### src/rtl/chess_pkg.sv
// Shared chess encodings: piece types, colours, material values, mate score and scan FSM states.
package chess_pkg;

    typedef enum logic [2:0] {
        PcEmpty   = 3'd0,
        PcPawn    = 3'd1,
        PcKnight  = 3'd2,
        PcBishop  = 3'd3,
        PcRook    = 3'd4,
        PcQueen   = 3'd5,
        PcKing    = 3'd6,
        PcInvalid = 3'd7
    } piece_e;

    localparam logic COLOR_WHITE = 1'b0;
    localparam logic COLOR_BLACK = 1'b1;

    // Indexed by piece type; empty, king and invalid codes carry no material.
    localparam logic [7:0][3:0] PIECE_VALUE = {4'd0, 4'd0, 4'd10, 4'd5, 4'd3, 4'd3, 4'd1, 4'd0};

    localparam logic signed [15:0] MATE_SCORE = 16'sd32767;

    typedef enum logic [2:0] {
        StIdle,
        StClassify,
        StScan,
        StDrain,
        StFinish
    } scan_state_e;

endpackage

### src/rtl/piece_value.sv
// Combinational lookup from a 4-bit square code to its signed, white-positive material value.
module piece_value
    import chess_pkg::*;
(
    input  logic [3:0]        i_sq_code,
    output logic signed [4:0] o_value
);

    logic signed [4:0] w_mag;

    always_comb begin
        w_mag   = signed'({1'b0, PIECE_VALUE[i_sq_code[2:0]]});
        o_value = (i_sq_code[3] == COLOR_BLACK) ? -w_mag : w_mag;
    end

endmodule

### src/rtl/score_scan_ctrl.sv
// Position evaluator: classifies mate/stalemate or scans all 64 board squares summing material.
// Optional SCORE_PAWN_ADV_EN adds a point for pawns one step from promotion.
module score_scan_ctrl
    import chess_pkg::*;
#(
    parameter int unsigned READ_LAT = 1,
    parameter int unsigned SCORE_W  = 16
) (
    input  logic                      clk,
    input  logic                      rst,
    input  logic                      start,
    input  logic [1:0]                checkmate,
    input  logic                      stalemate,
    input  logic                      white_to_move,
    output logic [5:0]                sq_addr,
    output logic                      sq_rd,
    input  logic [3:0]                sq_data,
    output logic                      busy,
    output logic                      done,
    output logic signed [SCORE_W-1:0] score
);

    localparam logic [1:0]                DRAIN_LAST = 2'(READ_LAT - 1);
    localparam logic signed [SCORE_W-1:0] MATE_POS   = SCORE_W'(MATE_SCORE);
    localparam logic signed [SCORE_W-1:0] MATE_NEG   = -MATE_POS;

    scan_state_e               r_state, w_state_next;
    logic                      r_mate, r_stale, r_white;
    logic [5:0]                r_addr;
    logic [1:0]                r_drain_cnt;
    logic [READ_LAT-1:0]       r_rd_pipe;
    logic signed [SCORE_W-1:0] r_acc, r_score, w_acc_next;
    logic signed [4:0]         w_piece, w_contrib;
    logic                      w_data_vld;

    piece_value u_piece_value (
        .i_sq_code (sq_data),
        .o_value   (w_piece)
    );

    // Top bit of the strobe pipeline marks the cycle sq_data belongs to an issued read.
    assign w_data_vld = r_rd_pipe[READ_LAT-1];

`ifdef SCORE_PAWN_ADV_EN
    logic [READ_LAT*3-1:0] r_rank_pipe;
    logic [2:0]            w_rank;
    logic                  w_adv;

    always_ff @(posedge clk) begin
        if (rst) begin
            r_rank_pipe <= '0;
        end else begin
            r_rank_pipe <= (READ_LAT*3)'({r_rank_pipe, r_addr[5:3]});
        end
    end

    always_comb begin
        w_rank    = r_rank_pipe[READ_LAT*3-1 -: 3];
        w_adv     = (sq_data[2:0] == PcPawn) &&
                    ((sq_data[3] == COLOR_WHITE) ? (w_rank == 3'd6) : (w_rank == 3'd1));
        w_contrib = w_piece;
        if (w_adv) begin
            w_contrib = (sq_data[3] == COLOR_WHITE) ? w_piece + 5'sd1 : w_piece - 5'sd1;
        end
    end
`else
    assign w_contrib = w_piece;
`endif

    assign w_acc_next = w_data_vld ? r_acc + SCORE_W'(w_contrib) : r_acc;
    assign sq_addr    = r_addr;
    assign score      = r_score;

    always_ff @(posedge clk) begin
        if (rst) begin
            r_state <= StIdle;
        end else begin
            r_state <= w_state_next;
        end
    end

    always_comb begin
        w_state_next = r_state;
        busy         = 1'b0;
        done         = 1'b0;
        sq_rd        = 1'b0;
        case (r_state)
            StIdle: begin
                if (start) w_state_next = StClassify;
            end
            StClassify: begin
                busy         = 1'b1;
                w_state_next = (r_mate || r_stale) ? StFinish : StScan;
            end
            StScan: begin
                busy  = 1'b1;
                sq_rd = 1'b1;
                if (r_addr == 6'd63) w_state_next = StDrain;
            end
            StDrain: begin
                busy = 1'b1;
                if (r_drain_cnt == DRAIN_LAST) w_state_next = StFinish;
            end
            StFinish: begin
                done         = 1'b1;
                w_state_next = StIdle;
            end
            default: w_state_next = StIdle;
        endcase
    end

    always_ff @(posedge clk) begin
        if (rst) begin
            r_mate      <= 1'b0;
            r_stale     <= 1'b0;
            r_white     <= 1'b0;
            r_addr      <= '0;
            r_drain_cnt <= '0;
            r_rd_pipe   <= '0;
            r_acc       <= '0;
            r_score     <= '0;
        end else begin
            r_rd_pipe   <= READ_LAT'({r_rd_pipe, sq_rd});
            r_acc       <= w_acc_next;
            r_drain_cnt <= 2'd0;
            case (r_state)
                StIdle: begin
                    if (start) begin
                        r_mate  <= |checkmate;
                        r_stale <= stalemate;
                        r_white <= white_to_move;
                    end
                end
                StClassify: begin
                    if (r_mate) begin
                        r_score <= r_white ? MATE_NEG : MATE_POS;
                    end else if (r_stale) begin
                        r_score <= '0;
                    end else begin
                        r_acc <= '0;
                    end
                end
                StScan: r_addr <= r_addr + 6'd1;
                StDrain: begin
                    r_drain_cnt <= r_drain_cnt + 2'd1;
                    // Final read lands in the last drain cycle, so take the sum including it.
                    if (r_drain_cnt == DRAIN_LAST) r_score <= w_acc_next;
                end
                default: ;
            endcase
        end
    end

endmodule

### config.mk
export PLATFORM = sky130hd
export DESIGN_NAME = score_scan_ctrl
export DESIGN_NICKNAME = d
export VERILOG_FILES = /design/src/rtl/chess_pkg.sv /design/src/rtl/piece_value.sv /design/src/rtl/score_scan_ctrl.sv
export SDC_FILE = /design/constraint.sdc
export NUM_CORES = 1
export LEC_CHECK = 0
export ABC_CLOCK_PERIOD_IN_PS = 3700
export BUFFER_PORTS_ARGS = -buffer_cell sky130_fd_sc_hd__buf_2
export CAP_MARGIN = 10
export CORE_ASPECT_RATIO = 1.4
export CORE_MARGIN = 2
export CORE_UTILIZATION = 30
export CTS_CLUSTER_SIZE = 8
export DETAILED_ROUTE_END_ITERATION = 7
export PLACE_DENSITY = 0.48
export SETUP_SLACK_MARGIN = 0.02
export SLEW_MARGIN = 20
export SYNTH_ARGS = -nofsm -noshare
export SYNTH_HDL_FRONTEND = slang
export SYNTH_HIERARCHICAL = 1
export SYNTH_SLANG_ARGS = --single-unit
### constraint.sdc
create_clock -name clk -period 3.7 [get_ports clk]
set_clock_uncertainty 0.1 [all_clocks]
set_input_delay 0.555 -clock clk [delete_from_list [all_inputs] [get_ports clk]]
set_output_delay 0.555 -clock clk [all_outputs]
set_load 0.02 [all_outputs]
; ---- After elaboration in Yosys (flattened, before gate mapping)
; Memories as Yosys holds them, arrays and structs flattened.
; Cells that the tools add are included.
[word_totals]
romBits = 32
input_bits = 11
out_inout_bits = 25
regBits = 47
n_memories = 1
wordCells = 54
[memory_table]
columns = name, words, width, read_ports, rd_clocked_by_memory_dff, write_ports, line
row1 = (no name shown), 8, 4, 1, 0, 0, piece_value.sv:12  ; w_mag = signed'({1'b0, PIECE_VALUE[i_sq_code[2:0]]});
[op_classes]
n_lt_le_gt_ge = 1
bitwise = 1
n_eq_ne = 9
muxes = 19
addsub = 4
reduce_logical = 10
[op_table]
columns = op, n
row1 = two-way mux 16 bit, 8
row2 = one-hot mux 16 bit (2 select lines), 1
row3 = adder 16 x 5 -> 16 bit, 1
row4 = two-way mux 3 bit, 4
row5 = one-hot mux 3 bit (4 select lines), 1
row6 = adder 6 x 1 -> 6 bit (second input constant), 1
row7 = == test 3 x 2 -> 1 bit (second input constant), 2
row8 = == test 6 bit (second input constant), 1
row9 = inequality test 2 bit (second input constant), 3
row10 = AND reduction 3 bit, 2
row11 = two-way mux 5 bit, 1
row12 = negator 4 -> 5 bit, 1
row13 = < comparator 3 x 4 -> 1 bit (second input constant), 1
row14 = two-way mux 4 bit, 1
row15 = OR reduction 2 bit, 2
row16 = == test 3 x 1 -> 1 bit (second input constant), 1
row17 = == test 3 bit (second input constant), 1
row18 = logical NOT 3 bit, 1
row19 = two-way mux 1 bit, 3
row20 = inequality test 3 bit (second input constant), 1
row21 = OR reduction 3 bit, 1
row22 = adder 2 x 1 -> 2 bit (second input constant), 1
row23 = logical NOT 2 bit, 1
row24 = AND reduction 2 bit, 1
row25 = other kinds (3), 3

; ---- Logic depth before layout (Yosys ltp)
[logic_depth]
word_depth = 9
ltp_mapped = 13
depth_no_buf = 13

; ---- Modules after synthesis
; The synthesis kept the hierarchy.
[modules_own_cells]
columns = mod, cells_per_inst, area_each_um2, n_inst
row1 = score_scan_ctrl, 321, 2821.5, 1
row2 = piece_value, 23, 150.1, 1

; ---- Least setup slack after synthesis
; No wires, ideal clock.
[synth_path]
path_kind = input-to-reg
start = input port sq_data[0]
end = register r_score[13] (netlist: score[13])
arrival_ns = 3.558
path_slack_ns = -0.098
required_ns = 3.460
stages = 13
n_path_buf = 1
path_cell_list = nor2_1 > xnor2_1 > inv_1 > ha_1 > a21boi_0 > ha_1 > buf_6 > and4_4 > and3_1 > a22oi_1 > mux2_1 > a221oi_2 > a2111oi_2
[synth_via]
elab_chain_len = 8
[synth_lines]
columns = item, line
row1 = from (decl), score_scan_ctrl.sv:17  ; input logic [3:0] sq_data,
row2 = memory (8 x 4 bit) (*), n/a
row3 = two-way mux 4 bit (not written as such) (*), piece_value.sv:12
row4 = negator 4 -> 5 bit, piece_value.sv:13  ; o_value = (i_sq_code[3] == COLOR_BLACK) ? -w_mag : w_mag;
row5 = two-way mux 5 bit (*), piece_value.sv:13
row6 = via w_contrib[0], score_scan_ctrl.sv:33  ; logic signed [4:0] w_piece, w_contrib;
row7 = adder 16 x 5 -> 16 bit (*), score_scan_ctrl.sv:70  ; assign w_acc_next = w_data_vld ? r_acc + SCORE_W'(w_contrib) : r_acc;
row8 = two-way mux 16 bit (*), score_scan_ctrl.sv:70
row9 = two-way mux 16 bit (*), score_scan_ctrl.sv:147  ; if (r_drain_cnt == DRAIN_LAST) r_score <= w_acc_next;
row10 = one-hot mux 16 bit (2 select lines) (*), score_scan_ctrl.sv:126  ; case (r_state)
row11 = to (signal assigned), score_scan_ctrl.sv:136  ; r_score <= r_white ? MATE_NEG : MATE_POS;
row12 = to (signal assigned), score_scan_ctrl.sv:147
row13 = to (decl), score_scan_ctrl.sv:32  ; logic signed [SCORE_W-1:0] r_acc, r_score, w_acc_next;
; Mark *: on every way through the listed nets, which the timed path passes. The rest lies on a longest branch. The select of a mux whose other input is x is not followed.
; A chain may end at the register's enable or synchronous reset.

; ---- Worst setup path in the final report
; Ends and elaborated chain as after synthesis.

==> flow_metrics.env <==
export IMPL_status="finished clean"
export IMPL_synth_fp_nets=375
export IMPL_synthTopCellsByCount="nor2_1, dfxtp_1, a21oi_1"
export IMPL_grt_max_degree=33
export IMPL_crit_required_ns=3.76
export IMPL_final_antenna_net_count=0
export IMPL_cts_setup_buffers=0
export IMPL_ios=36
export IMPL_syn_area_per_cell_um2=8.638
export IMPL_grt_pass1_vias=2530
export IMPL_cp_data_arrival_time_ns=3.40
export IMPL_routed_via_count=2578
export IMPL_grt_ovfl_total=0
export IMPL_cts_sinks=47
export IMPL_fin_crit_ns=3.334
export IMPL_regToRegSetupSlack_ns=1.13
export IMPL_clock_path_buffers=2
export IMPL_fin_ws_ns=0.3659
export IMPL_cts_repair_resized=0
export IMPL_hold_end="r_drain_cnt[0]"
export IMPL_setup_violations_final=0
export IMPL_nets=405
export IMPL_synth_most_common_cell="nor2_1"
export IMPL_crit_slowest_cell="mux2_1"
export IMPL_synth_top_area_share_pct=31.66
export IMPL_slew_viol_final=0
export IMPL_start_kind="input port"
export IMPL_fin_tns_setup_ns=0
export IMPL_port_buffers=35
export IMPL_finalCritPeriodShare_pct=90.11
export IMPL_max_freq_mhz=299.9
export IMPL_cp_end_kind="flip-flop"
export IMPL_synth_ff_type="dfxtp_1"
export IMPL_utilization_pct=34.74
export IMPL_cp_slowest_stage_delay_ns=0.36
export IMPL_syn_area_mm2=0.002972
export IMPL_postCtsHoldBufs=0
export IMPL_firstDrtPassIters=4
export IMPL_synth_cell_types=67
export IMPL_synthTopCellsByArea="dfxtp_1, ha_1, nor2_1, mux2i_1, a21oi_1"
export IMPL_dp_slack_ns=0.09380
export IMPL_viasPerCell=5.075
export IMPL_r2r_start="r_acc[0]"
export IMPL_synth_seq_cells=47
export IMPL_ys_seq_area_share_pct=31.66
export IMPL_hpwl_um=5414
export IMPL_yosys_warnings=6
export IMPL_maxSlewHeadroom_pct=48.05
export IMPL_cts_buffers=5
export IMPL_clk_pin_slew_worst_paths_ns=0.06
export IMPL_synthArstFlopShare_pct=0
export IMPL_tightest_slew_ns=0.7793
export IMPL_finalHoldViolCount=0
export IMPL_peakVddDrop_mv=0.3126
export IMPL_rows=43
export IMPL_dieWidth_um=88.12
export IMPL_grt_pass1_wl_um=12450
export IMPL_die_y_um=121.8
export IMPL_diodes=0
export IMPL_syn_inst=344
export IMPL_hold_path_class="reg2reg"
export IMPL_rsz0062_at_grt="no"
export IMPL_drtIter0Drc=169
export IMPL_crit_path_max_fanout=13
export IMPL_totalWireLength_um=7410
export IMPL_gp_congestion=0.8511
export IMPL_r2r_end="score[14]"
export IMPL_hold_depth=1
export IMPL_drive_gt1_share_pct=18.50
export IMPL_synth_top_cell_by_area="dfxtp_1"
export IMPL_hold_ws_ns=0.3223
export IMPL_synth_edf_count=0
export IMPL_antenna_found_initial=0
export IMPL_power_leakage_nw=1.325
export IMPL_clk_latency_ns=0.29
export IMPL_drc_errors=0
export IMPL_min_from="r_drain_cnt[0]"
export IMPL_htreeDepth=2
export IMPL_reg2regPathDepth=8
export IMPL_ctsRootBufferMaster="clkbuf_16"
export IMPL_cts_tree="yes"
export IMPL_area_growth_pct=14.48
export IMPL_power_density_mw_per_mm2=469.0
export IMPL_max_cap_viol_count=0
export IMPL_dieArea_mm2=0.01073
export IMPL_path_cells="buf_2 > nor2_1 > xnor2_1 > inv_1 > ha_1 > a21boi_1 > buf_4 > ha_1 > a21oi_1 > o21ai_0 > a22oi_1 > mux2_1 > a221oi_2 > a2111oi_2"
export IMPL_wire_per_inst_um=14.59
export IMPL_coreArea_mm2=0.009792
export IMPL_critPathMostFrequentCell="ha_1"
export IMPL_worstSetupStartpoint="sq_data[0]"
export IMPL_fill_cells=1089
export IMPL_start_util_pct=30.35
export IMPL_critical_path_class="in2reg"
export IMPL_track_usage_pct=14.83
[stage by stage]
step | std cells | power [mW] | cell area, um2
after floorplan | 344 | 1.041 | 2972
after global routing | 508 | 1.708 | 3402
final | 508 | 1.595 | 3402
after detailed placement | 502 | 1.184 | 3273
after global placement | 502 | 1.180 | 3273
after CTS | 508 | 1.622 | 3402
[report_power, final]
group	total, mW	leakage, nW	internal (mW)	switching (mW)
sequential	0.627	0.381	0.569	0.0578
clock	0.428	0.0628	0.243	0.184
combinational	0.541	0.880	0.203	0.338
[registers in the layout, summed over array words and instances (netlist names)]
name         flops
r_white          1
r_rd_pipe        1
r_acc           16
r_mate           1
sq_addr          6
score           16
r_drain_cnt      2
r_stale          1
r_state          3
[final cells by class]
class                      instances  area [um2]  area share, %
tap                              135       168.9          4.965
clock buffer                       6       128.9          3.788
timing repair buffer              42       227.7          6.694
inverter                          15       56.30          1.655
sequential                        47       940.9          27.66
multi-input combinational        263        1879          55.24
[worst max-delay path by stage]
stage | to | slack, ns
final | score[13] | 0.37
after global routing | score[14] | 0.07
after CTS | score[13] | 0.37
after detailed placement | score[14] | 0.09
after global placement | score[13] | 0.12
after floorplan | score[13] | 0.21
[per-layer routing]
| metal | global-route usage [%] | wire, um | vias to the layer above |
|---|---|---|---|
| li1 | - | - | 1308 |
| met1 | 18.33 | 3321 | 1226 |
| met2 | 26.23 | 3792 | 36 |
| met3 | 1.965 | 163 | 8 |
| met4 | 4.830 | 133 | 0 |
| met5 | 0 | 0 | - |
[cell usage in the layout, fill, tap and decap left out, types with 3 or more instances in the layout]
cell       Yosys  layout
nor2_1        52      52
o21ai_1        3       3
or3_1          3       3
o21a_1         7       7
buf_2          7      35
dfxtp_1       47      47
o211ai_1       6       6
nand3b_1       3       3
nor3_1        12      12
mux2i_1       16      16
xor2_1         4       4
buf_4          2       7
nand3_1        7       7
clkbuf_16      0       5
a22oi_1        3       3
ha_1          19      19
nand4_1        5       5
o21ai_0        8       8
inv_1         14      14
nor2b_1        5       5
nand2_1       19      19
a2111oi_2      4       4
xnor2_1       10      10
and3_1         3       3
a21oi_1       27      27
[critical path, delay by kind of cell]
kind	cells	cell delay, ns
XOR/XNOR	1	0.17
multiplexers	1	0.36
AO/OA/AOI/OAI	6	1.22
buffers and inverters	3	0.43
adder cells (fa/ha/maj)	2	0.53
AND/OR/NAND/NOR	1	0.13
[cell families (layout without fill, tap and decap cells)]
logic type | after synthesis | in the layout | share of synthesized area, %
multiplexers | 18 | 18 | 6.147
buffers and inverters | 34 | 63 | 5.095
flip-flops | 47 | 47 | 31.66
XOR/XNOR | 14 | 14 | 4.126
adder cells (fa/ha/maj) | 20 | 20 | 8.674
AO/OA/AOI/OAI | 86 | 86 | 22.48
AND/OR/NAND/NOR | 125 | 125 | 21.81
Note: power is estimated with default switching activity, not from simulation.
